==> config.mk <==
export PLATFORM = sky130hd
export DESIGN_NAME = gascon_perm_sequencer
export DESIGN_NICKNAME = d
export VERILOG_FILES = /design/src/rtl/gascon_pkg.sv /design/src/rtl/gascon_perm_sequencer.sv
export SDC_FILE = /design/constraint.sdc
export NUM_CORES = 1
export LEC_CHECK = 0
export ABC_AREA = 1
export ABC_CLOCK_PERIOD_IN_PS = 2300
export BUFFER_PORTS_ARGS = -buffer_cell sky130_fd_sc_hd__buf_4
export CORE_AREA = 4 4 505 507
export CTS_BUF_LIST = sky130_fd_sc_hd__clkbuf_16
export DETAILED_ROUTE_END_ITERATION = 7
export DIE_AREA = 0 0 509 511
export HOLD_SLACK_MARGIN = 0.15
export SETUP_SLACK_MARGIN = 0.1
export SLEW_MARGIN = 30
export SYNTH_ARGS = -nofsm -noshare
export SYNTH_HDL_FRONTEND = slang
export SYNTH_SLANG_ARGS = --single-unit
==> constraint.sdc <==
create_clock -name clk -period 2.3 [get_ports clk]
set_clock_uncertainty 0.15 [all_clocks]
set_input_delay 0.23 -clock clk [delete_from_list [all_inputs] [get_ports clk]]
set_output_delay 0.23 -clock clk [all_outputs]
set_load 0.03 [all_outputs]
==> src/rtl/gascon_pkg.sv <==
// Shared types and constants for the Gascon permutation round sequencer.
package gascon_pkg;

    typedef enum logic [1:0] {
        IDLE,
        RUN,
        GAP,
        DONE
    } seq_state_t;

    localparam int GASCON_MAX_ROUNDS = 12;
    localparam int GASCON_CWIDTH     = 320;

endpackage

==> src/rtl/gascon_perm_sequencer.sv <==
// Drives an external single-round Gascon core one round at a time and chains its output back.
// Optional per-round watchdog enabled by defining GASCON_SEQ_WATCHDOG_EN.
module gascon_perm_sequencer
    import gascon_pkg::*;
#(
    parameter int CWIDTH     = GASCON_CWIDTH,
    parameter int RWIDTH     = 16,
    parameter int MAX_ROUNDS = GASCON_MAX_ROUNDS,
    parameter int WDT_LIMIT  = 1023
) (
    input  logic              clk,
    input  logic              reset,
    input  logic              start,
    input  logic [3:0]        nrounds,
    input  logic [CWIDTH-1:0] state_in,
    output logic              ready,
    output logic              busy,
    output logic [CWIDTH-1:0] state_out,
    output logic              valid,
    output logic              error,
    output logic [CWIDTH-1:0] core_c,
    output logic [RWIDTH-1:0] core_round,
    output logic              core_reset,
    input  logic [CWIDTH-1:0] core_cout,
    input  logic              core_done
);

    localparam logic [3:0] MAX_R = 4'(MAX_ROUNDS);

    seq_state_t        state;
    seq_state_t        state_next;
    logic [CWIDTH-1:0] st_reg;
    logic [3:0]        ridx;
    logic [3:0]        rem;
    logic [3:0]        clamped;
    logic              wdt_expired;

    assign clamped = (nrounds > MAX_R) ? MAX_R : nrounds;

`ifdef GASCON_SEQ_WATCHDOG_EN
    localparam logic [9:0] WDT_MAX = 10'(WDT_LIMIT);

    logic [9:0] wdt;

    // Counter is held at zero outside RUN, so every RUN entry starts a fresh budget.
    always_ff @(posedge clk) begin
        if (reset) begin
            wdt <= '0;
        end else if (state == RUN) begin
            wdt <= wdt + 10'd1;
        end else begin
            wdt <= '0;
        end
    end

    assign wdt_expired = (state == RUN) && !core_done && (wdt == WDT_MAX);
`else
    assign wdt_expired = 1'b0;
`endif

    always_ff @(posedge clk) begin
        if (reset) begin
            state <= IDLE;
        end else begin
            state <= state_next;
        end
    end

    always_comb begin
        state_next = state;
        case (state)
            IDLE: begin
                if (start) begin
                    state_next = (clamped == 4'd0) ? DONE : RUN;
                end
            end
            RUN: begin
                if (core_done) begin
                    state_next = (rem == 4'd1) ? DONE : GAP;
                end else if (wdt_expired) begin
                    state_next = IDLE;
                end
            end
            GAP:     state_next = RUN;
            DONE:    state_next = IDLE;
            default: state_next = IDLE;
        endcase
    end

    always_comb begin
        ready      = (state == IDLE);
        busy       = (state != IDLE);
        valid      = (state == DONE);
        core_reset = (state != RUN);
        error      = wdt_expired;
        core_c     = st_reg;
        core_round = {{(RWIDTH-4){1'b0}}, ridx};
    end

    // state_out is loaded on the edge into DONE so it is already final while valid is high.
    always_ff @(posedge clk) begin
        if (reset) begin
            st_reg    <= '0;
            ridx      <= '0;
            rem       <= '0;
            state_out <= '0;
        end else begin
            case (state)
                IDLE: begin
                    if (start) begin
                        st_reg <= state_in;
                        rem    <= clamped;
                        ridx   <= MAX_R - clamped;
                        if (clamped == 4'd0) begin
                            state_out <= state_in;
                        end
                    end
                end
                RUN: begin
                    if (core_done) begin
                        st_reg <= core_cout;
                        ridx   <= ridx + 4'd1;
                        rem    <= rem - 4'd1;
                        if (rem == 4'd1) begin
                            state_out <= core_cout;
                        end
                    end
                end
                default: begin
                end
            endcase
        end
    end

endmodule

## Word-level counts from Yosys, hierarchy flattened

Cells that the tools add are included.

| storage, ports and cells | value |
|---|---|
| register bits after elaboration | 650 |
| bits of input ports | 648 |
| output and inout bits | 661 |

| cells by class | value |
|---|---|
| $add $sub $neg | 3 |
| order comparisons | 1 |
| equality and inequality tests | 9 |
| muxes and demuxes | 20 |
| reductions and logical operators | 7 |

Operators with widths:

| kind | count |
|---|---|
| 2-to-1 mux 320 bit | 6 |
| one-hot mux 320 bit (2 select lines) | 2 |
| 2-to-1 mux 4 bit | 5 |
| one-hot mux 4 bit (2 select lines) | 2 |
| one-hot mux 2 bit (4 select lines) | 1 |
| 2-to-1 mux 2 bit | 3 |
| inequality test 2 bit, second input constant | 3 |
| AND reduction 5 bit | 1 |
| adder 4 x 1 -> 4 bit, second input constant | 1 |
| equality test 2 bit, second input constant | 2 |
| equality test 4 x 1 -> 1 bit, second input constant | 1 |
| greater-than comparator 4 bit, second input constant | 1 |
| logical NOT 4 bit | 1 |
| inequality test 2 x 1 -> 1 bit, second input constant | 2 |
| nonzero test 2 bit | 2 |
| subtractor 4 x 1 -> 4 bit, second input constant | 1 |
| subtractor 4 bit, first input constant | 1 |
| AND reduction 3 bit | 1 |
| equality test 2 x 1 -> 1 bit, second input constant | 1 |
| logical NOT 2 bit | 1 |
| AND reduction 2 bit | 1 |
| 2-to-1 mux 1 bit | 1 |

## Depth between registers and ports, before layout

Gate-level depths: netlist (run 1).

| logic depth | value |
|---|---|
| word-level depth | 6 |
| gate-level depth with buffers | 13 |
| mapped depth without buffers | 11 |

## Worst setup path after synthesis (run 1)

OpenSTA, ideal clock, no wires.

| timing | value |
|---|---|
| path kind | flip-flop to flip-flop |
| from | register state[1] |
| to | register st_reg[100] (netlist: core_c[100]) |
| arrival time | 1,731 ps |
| required time | 2,022 ps |
| slack | 292 ps |
| cell stages (with the launch flop) | 9 |
| clock period less this slack | 2,008 ps |
| path through | dfxtp_1 > nor2_1 > nand2_1 > nand2_1 > buf_2 > buf_2 > nor2_1 > a21oi_1 > nor2_1 |

| on the way | value |
|---|---|
| cells in the longest elaborated chain, start to end | 3 |

Ends and longest elaborated chain:

| item | RTL line | RTL |
|---|---|---|
| start: declaration | gascon_perm_sequencer.sv:30 | `seq_state_t state;` |
| start signal: assignment | gascon_perm_sequencer.sv:65 | `state <= state_next;` |
| logical NOT 2 bit * | n/a |  |
| via ready | gascon_perm_sequencer.sv:16 | `output logic ready,` |
| inequality test 2 bit (no source line) / nonzero test 2 bit (equally long branches) | n/a |  |
| AND reduction 3 bit (no source line) | n/a |  |
| end signal: assignment | gascon_perm_sequencer.sv:111 | `st_reg <= state_in;` |
| end signal: assignment | gascon_perm_sequencer.sv:121 | `st_reg <= core_cout;` |
| end: declaration | gascon_perm_sequencer.sv:32 | `logic [CWIDTH-1:0] st_reg;` |

The timed path passes the listed nets; every way through them passes the cells marked *.
A chain may end at the register's enable or synchronous reset.

## Worst setup path after layout (run 1)

| timing | value |
|---|---|
| from | register state[1] |
| to | register st_reg[247] (netlist: core_c[247]) |

| on the way | value |
|---|---|
| cells in the longest elaborated chain, start to end | 3 |

Ends and longest elaborated chain:

| item | RTL line | RTL |
|---|---|---|
| equality test 2 x 1 -> 1 bit / logical NOT 2 bit (equally long branches) | gascon_perm_sequencer.sv:108 | `case (state)` |
| inequality test 2 bit (no source line) / nonzero test 2 bit (equally long branches) | n/a |  |
| AND reduction 3 bit (no source line) | n/a |  |

Parallel ways exist; a longest one is shown, timed or not.

==> flow_metrics.py, run 1 <==
metrics = {
    "floorplan": {
        "fp.dieW_um": 509,
        "start_util": 0.135,
        "core_um2": 250000,
        "die_area_um2": 260000,
        "ios": 1309,
        "dieHeight_um": 511,
        "num_rows": 184,
    },
    "sta": {
        "holdWs_ps": 280,
        "period_needed_ps": 2210,
        "setup_tns_ps": 0,
        "slew_headroom": 0.458,
        "hold_violations": 0,
        "rsz0062_at_grt": "yes",
        "tightest_slew_ps": 813,
        "period_share": 0.961,
        "drv_slew": 0,
        "fmax_mhz": 452,
        "setup_violations": 0,
    },
    "finish": {
        "syn2layout_area_growth_pct": 72.7,
        "num-nets-final": 8152,
        "layout-drive-gt1-share": 0.233,
        "final_cell_area_um2": 58200,
    },
    "power_and_ir_drop": {
        "pwr-share-clk": 0.267,
        "seqPwrFrac": 0.274,
        "p_sw_mw": 23.6,
        "p_int_mw": 29.8,
        "peakVddDrop_v": 0.000506,
        "powerDensity_nw_per_um2": 917,
        "p_sw_frac": 0.443,
        "power_mw": 53.4,
        "p_comb_frac": 0.459,
        "power_leakage_nw": 30.9,
    },
    "yosys": {
        "ys_ff_latch": 650,
        "ys_types": 23,
        "netlist_instances": 5631,
        "syn_avg_cell_area_um2": 5.99,
        "ys_warn_count": 0,
        "ys_seq_area_frac": 0.386,
        "synth_area_um2": 33700,
    },
    "run_status": {
        "status": "finished clean",
    },
    "setup_path": {
        "cp_data_arrival_time_ps": 2630,
        "cp_common_cell": "nor2_1",
        "worstSetupPathType": "flip-flop to flip-flop",
        "cp_cell_sequence": "inv_8, buf_12, nand3_1, nand2_1, nor2_1, a21oi_1, nor2_1",
        "critPathMaxFanout": 81,
        "critPathRequiredTime_ps": 2720,
        "worstSetupStartpointType": "flip-flop",
        "worst_setup_path_end_kind": "flip-flop",
        "crit_slowest_cell": "dfxtp_4",
        "slowest_delay_ps": 360,
    },
    "clock_network": {
        "clk_pin_slew_ps": 60,
        "clkSinkCount": 650,
        "clk_latency_ps": 710,
        "clockRootBuffer": "clkbuf_16",
        "numCtsBuffers": 90,
        "ctsHtreeMaxLevel": 3,
        "cts_tree": "built",
        "clk_path_buf_depth": 3,
    },
    "global_route": {
        "antenna_found_initial": 107,
        "grt_overflow": 0,
        "grt_pass1_vias": 40255,
        "grt_pass1_wl_um": 319000,
        "groute.usage.overall": 0.172,
        "grt_max_degree": 99,
    },
    "routing": {
        "viasPerCell": 3.84,
        "ant_nets": 0,
        "drc": 0,
        "drt-pass1-iter-count": 6,
        "met1Wirelength_um": 94300,
        "vias": 42094,
        "maxUsedRoutingLayer": "met5",
        "met2_length_um": 105000,
        "initialDrtViolationCount": 3249,
        "wl_met3_um": 26800,
        "route.detailed.wl_per_inst_um": 21.6,
        "routed_wirelength_um": 237000,
    },
    "run": {
        "cap_violations": 0,
    },
    "placed_design": {
        "gp_congestion": 0.973,
        "hpwl_um": 188000,
        "port_buffers": 1295,
        "place_area_um2": 48400,
    },
    "hold_path": {
        "hold_path_class": "input port to flip-flop",
    },
}
## cell usage after synthesis, drive strengths merged
cell / instances / area, um2
a21oi: 327 / 1640
a31oi: 1 / 6.26
buf: 232 / 1170
clkbuf: 172 / 646
conb: 1 / 3.75
dfxtp: 650 / 13000
ha: 4 / 50.1
inv: 1295 / 4860
nand2: 1307 / 4910
nand3: 325 / 1630
nand3b: 1 / 7.51
nand4: 320 / 2000
nor2: 981 / 3690
nor3: 2 / 10.0
o21ai: 10 / 50.0
or2: 1 / 6.26
xnor2: 2 / 17.5
## stage by stage
step	util	instances	worst slack, ps
after floorplan	-	5643	292
final	0.232	10966	88.9
after global placement	0.193	10092	104
after global routing	0.232	10954	79.1
after detailed placement	0.193	10092	71.8
after CTS	0.231	10908	102
## critical path, delay by kind of cell, from the launching register on
| family | cells | cell delay, ps |
|---|---|---|
| and+or+nand+nor | 4 | 740 |
| buffers and inverters | 2 | 360 |
| DFF | 1 | 360 |
| AOI/OAI and AO/OA | 1 | 120 |
## layout make-up
type	count	area [um2]
fill	28010	192000
clock buffer	90	2250
antenna	45	113
sequential	650	13000
inverter	1295	4880
tap	3348	4190
multi-input combinational	3294	14100
timing repair buffer	2169	19000
clock inverter	75	666
## routing by layer
metal,vias up,global-route usage
li1,20522,-
met1,19106,0.204
met2,1957,0.277
met3,435,0.0707
met4,74,0.0672
met5,-,0
## layout by cell type (no fill, tap or decap), types with 4 or more instances in the layout
cell type	count
a21oi_1	327
clkinv_1	18
nor2_1	979
o21ai_0	9
diode_2	45
inv_8	5
bufinv_16	7
nand2_1	1303
conb_1	13
inv_6	7
inv_1	1206
clkinvlp_4	6
nand3_1	324
nand4_1	320
buf_12	73
clkbuf_16	93
inv_2	97
clkinv_2	15
dfxtp_1	648
buf_4	1434
buf_16	5
dlygate4sd3_1	649
ha_1	4
## power groups by stage
stage          Combinational [mW]  Sequential (mW)  Clock (mW)
2_1_floorplan                8.72             18.5           0
3_3_place_gp                 23.3             14.8           0
3_5_place_dp                 23.3             14.8           0
4_1_cts                      24.6             14.6        14.8
5_1_grt                      26.6             14.8        15.1
6_report                     24.5             14.6        14.2
## cells by family after synthesis
group | after synthesis | share of synthesized area
buf+inv | 1699 | 0.198
simple gates | 2937 | 0.364
xor+xnor | 2 | 0.000520
flops | 650 | 0.386
other cells | 1 | 0.000111
compound gates | 338 | 0.0502
fa+ha+maj | 4 | 0.00148
## what timing repair did
action / 4_1_cts / 5_1_grt
hold buffers: 649 / 3
endpoints found under the hold margin: 650 / 6
pin swaps: 0 / 2
setup buffers: 1 / 10
cloned: 2 / 3
gates resized for setup: 5 / 12
setup endpoints to repair: 2 / 33
## flip-flops by register name, indices dropped and copies added (netlist names)
signal,count
rem,4
state,2
state_out,320
ridx,4
core_c,320
## worst paths after layout
| check | start | end | slack, ps | cells after the start |
|---|---|---|---|---|
| max reg2reg | state[1] | core_c[247] | 90 | 7 |
| max | state[1] | core_c[247] | 90 | 7 |
| min | reset | core_c[293] | 280 | 3 |
| min reg2reg | core_c[53] | core_c[53] | 330 | 2 |
Power figures use the tool's default switching activity.
==> run 2: changes to the inputs <==
--- a/config.mk
+++ b/config.mk
@@ -10,6 +10,7 @@
 export BUFFER_PORTS_ARGS = -buffer_cell sky130_fd_sc_hd__buf_4
 export CORE_AREA = 4 4 505 507
 export CTS_BUF_LIST = sky130_fd_sc_hd__clkbuf_16
+export CTS_CLUSTER_SIZE = 10
 export DETAILED_ROUTE_END_ITERATION = 7
 export DIE_AREA = 0 0 509 511
 export HOLD_SLACK_MARGIN = 0.15
==> constraint.sdc (replaced) <==
create_clock -name clk -period 2.3 [get_ports clk]
set_clock_uncertainty 0.15 [all_clocks]
set_input_delay 0.115 -clock clk [delete_from_list [all_inputs] [get_ports clk]]
set_output_delay 0.115 -clock clk [all_outputs]
set_load 0.03 [all_outputs]
==> run 2 against run 1 <==
Effect of this change:
- the run now ends with design-rule violations left
- sequential share of layout area is 0.12 points higher
- clock power decreased by 4%
- count of clock-buffer cells in the layout down 1
- via count decreased by 0.10%
- critical path depth up 3
- power down 1.6%
- cell area fell by 0.53%
- register-to-register slack improved by 50 ps
- die area stayed put
- flip-flop and latch count unchanged
- combinational power about the same
- non-clock buffer count is 4 lower
==> flow_metrics.py, run 2 (synthesis gave the netlist of run 1 again) <==
metrics = {
    "run_status": {
        "violations": "design-rule violations",
        "status": "complete, but fails checks",
    },
    "setup_path": {
        "cp-startpoint": "core_done",
        "cp_cell_sequence": "dlygate4sd3_1, buf_4, dlygate4sd3_1, nor2_1, nor2_4, buf_12, buf_16, nand4_1, nand2_1, nor2_1",
        "critPathRequiredTime_ps": 2770,
        "critPathMaxFanout": 51,
        "crit_slowest_cell": "dlygate4sd3_1",
        "worst_setup_path_end_kind": "flip-flop",
        "worstSetupStartpointType": "input port",
        "slowest_delay_ps": 570,
        "cp_data_arrival_time_ps": 2650,
        "worstSetupPathType": "input port to flip-flop",
        "timing.rr.start": "state[1]",
    },
    "routing": {
        "drc": 5,
        "drt-pass1-iter-count": 8,
        "routed_wirelength_um": 236000,
        "vias": 42050,
        "route.detailed.wl_per_inst_um": 21.5,
        "initialDrtViolationCount": 3362,
        "viasPerCell": 3.84,
        "ant_nets": 0,
    },
    "sta": {
        "slew_headroom": 0.552,
        "hold_violations": 0,
        "setup_violations": 0,
        "period_needed_ps": 2180,
        "tightest_slew_ps": 671,
        "drv_slew": 0,
        "fmax_mhz": 459,
        "setup_tns_ps": 0,
        "holdWs_ps": 220,
        "rsz0062_at_grt": "yes",
        "period_share": 0.948,
    },
    "power_and_ir_drop": {
        "pwr-share-clk": 0.259,
        "powerDensity_nw_per_um2": 907,
        "seqPwrFrac": 0.278,
        "p_int_mw": 29.2,
        "p_comb_frac": 0.463,
        "p_sw_frac": 0.443,
        "p_sw_mw": 23.3,
        "power_leakage_nw": 30.8,
        "peakVddDrop_v": 0.000514,
    },
    "floorplan": {
        "num_rows": 184,
        "fp.dieW_um": 509,
        "ios": 1309,
        "start_util": 0.135,
        "core_um2": 250000,
        "dieHeight_um": 511,
        "die_area_um2": 260000,
    },
    "finish": {
        "layout-drive-gt1-share": 0.230,
        "fill_cells": 27958,
        "final_util": 0.231,
        "final_common_cell": "buf_4",
        "syn2layout_area_growth_pct": 71.8,
        "num-nets-final": 8146,
        "most-common-layout-cells": "buf_4 (1436), nand2_1 (1301), inv_1 (1219)",
        "final_cell_area_um2": 57900,
        "instances_no_fill": 10943,
    },
    "clock_network": {
        "clk_path_buf_depth": 3,
        "clockRootBuffer": "clkbuf_16",
        "clk_latency_ps": 700,
        "ctsHtreeMaxLevel": 3,
        "numCtsBuffers": 88,
        "clkSinkCount": 650,
        "cts_tree": "built",
        "clk_pin_slew_ps": 60,
    },
    "placed_design": {
        "port_buffers": 1295,
        "place_area_um2": 48300,
        "dpl.cell_count": 10091,
        "gp_congestion": 0.960,
        "hpwl_um": 188000,
    },
    "global_route": {
        "grt_pass1_wl_um": 317000,
        "antenna_found_initial": 117,
        "grt_max_degree": 109,
        "grt_pass1_vias": 40134,
        "groute.usage.overall": 0.172,
        "grt_overflow": 0,
    },
    "run": {
        "cap_violations": 0,
    },
    "hold_path": {
        "hold_start": "nrounds[3]",
        "hold_path_class": "input port to flip-flop",
    },
}
[run 2: what timing repair did]
item | in CTS | in global routing
gates resized for setup | 5 | 10
buffers inserted | 5 | 1
hold buffers | 653 | 0
gates cloned | 1 | 1
hold endpoints to repair | 650 | 0
endpoints found under the setup margin | 100 | 111
[run 2: stage by stage]
stage / power [mW] / worst slack, ps
5_1_grt: 55.6 / 62.4
3_5_place_dp: 38.0 / 65.0
4_1_cts: 53.1 / 112
6_report: 52.5 / 120
2_1_floorplan: 27.2 / 292
3_3_place_gp: 37.9 / 90.7
[run 2: final cells by class]
class	instances	area (um2)	area share
tap	3348	4190	0.0723
multi-input combinational	3294	14100	0.244
timing repair buffer	2165	18900	0.326
sequential	650	13000	0.225
inverter	1295	4880	0.0842
clock inverter	59	512	0.00884
clock buffer	89	2230	0.0385
antenna	43	108	0.00186
[run 2: critical path, delay by kind of cell]
kind | cells | cell delay (ps)
buffers and inverters | 5 | 1750
and+or+nand+nor | 5 | 660
[run 2: path summary, 6_finish.rpt]
path                     to  slack (ps)  cells after the start
max          state_out[150]         120                     10
min                 ridx[3]         220                      5
max reg2reg     core_c[235]         140                      7
min reg2reg     core_c[137]         330                      2
[run 2: metal layers]
layer / GRT usage / share of wire / vias to the layer above
li1: - / - / 20492
met1: 0.208 / 0.41 / 19158
met2: 0.277 / 0.44 / 1890
met3: 0.0628 / 0.10 / 426
met4: 0.0640 / 0.043 / 84
met5: 0 / 0.0021 / -
[run 2: power groups by stage]
stage          Clock, mW  Sequential, mW  Combinational [mW]
3_3_place_gp           0            14.8                23.1
2_1_floorplan          0            18.5                8.72
5_1_grt             14.4            14.8                26.3
4_1_cts             14.1            14.6                24.4
3_5_place_dp           0            14.8                23.2
6_report            13.6            14.6                24.3
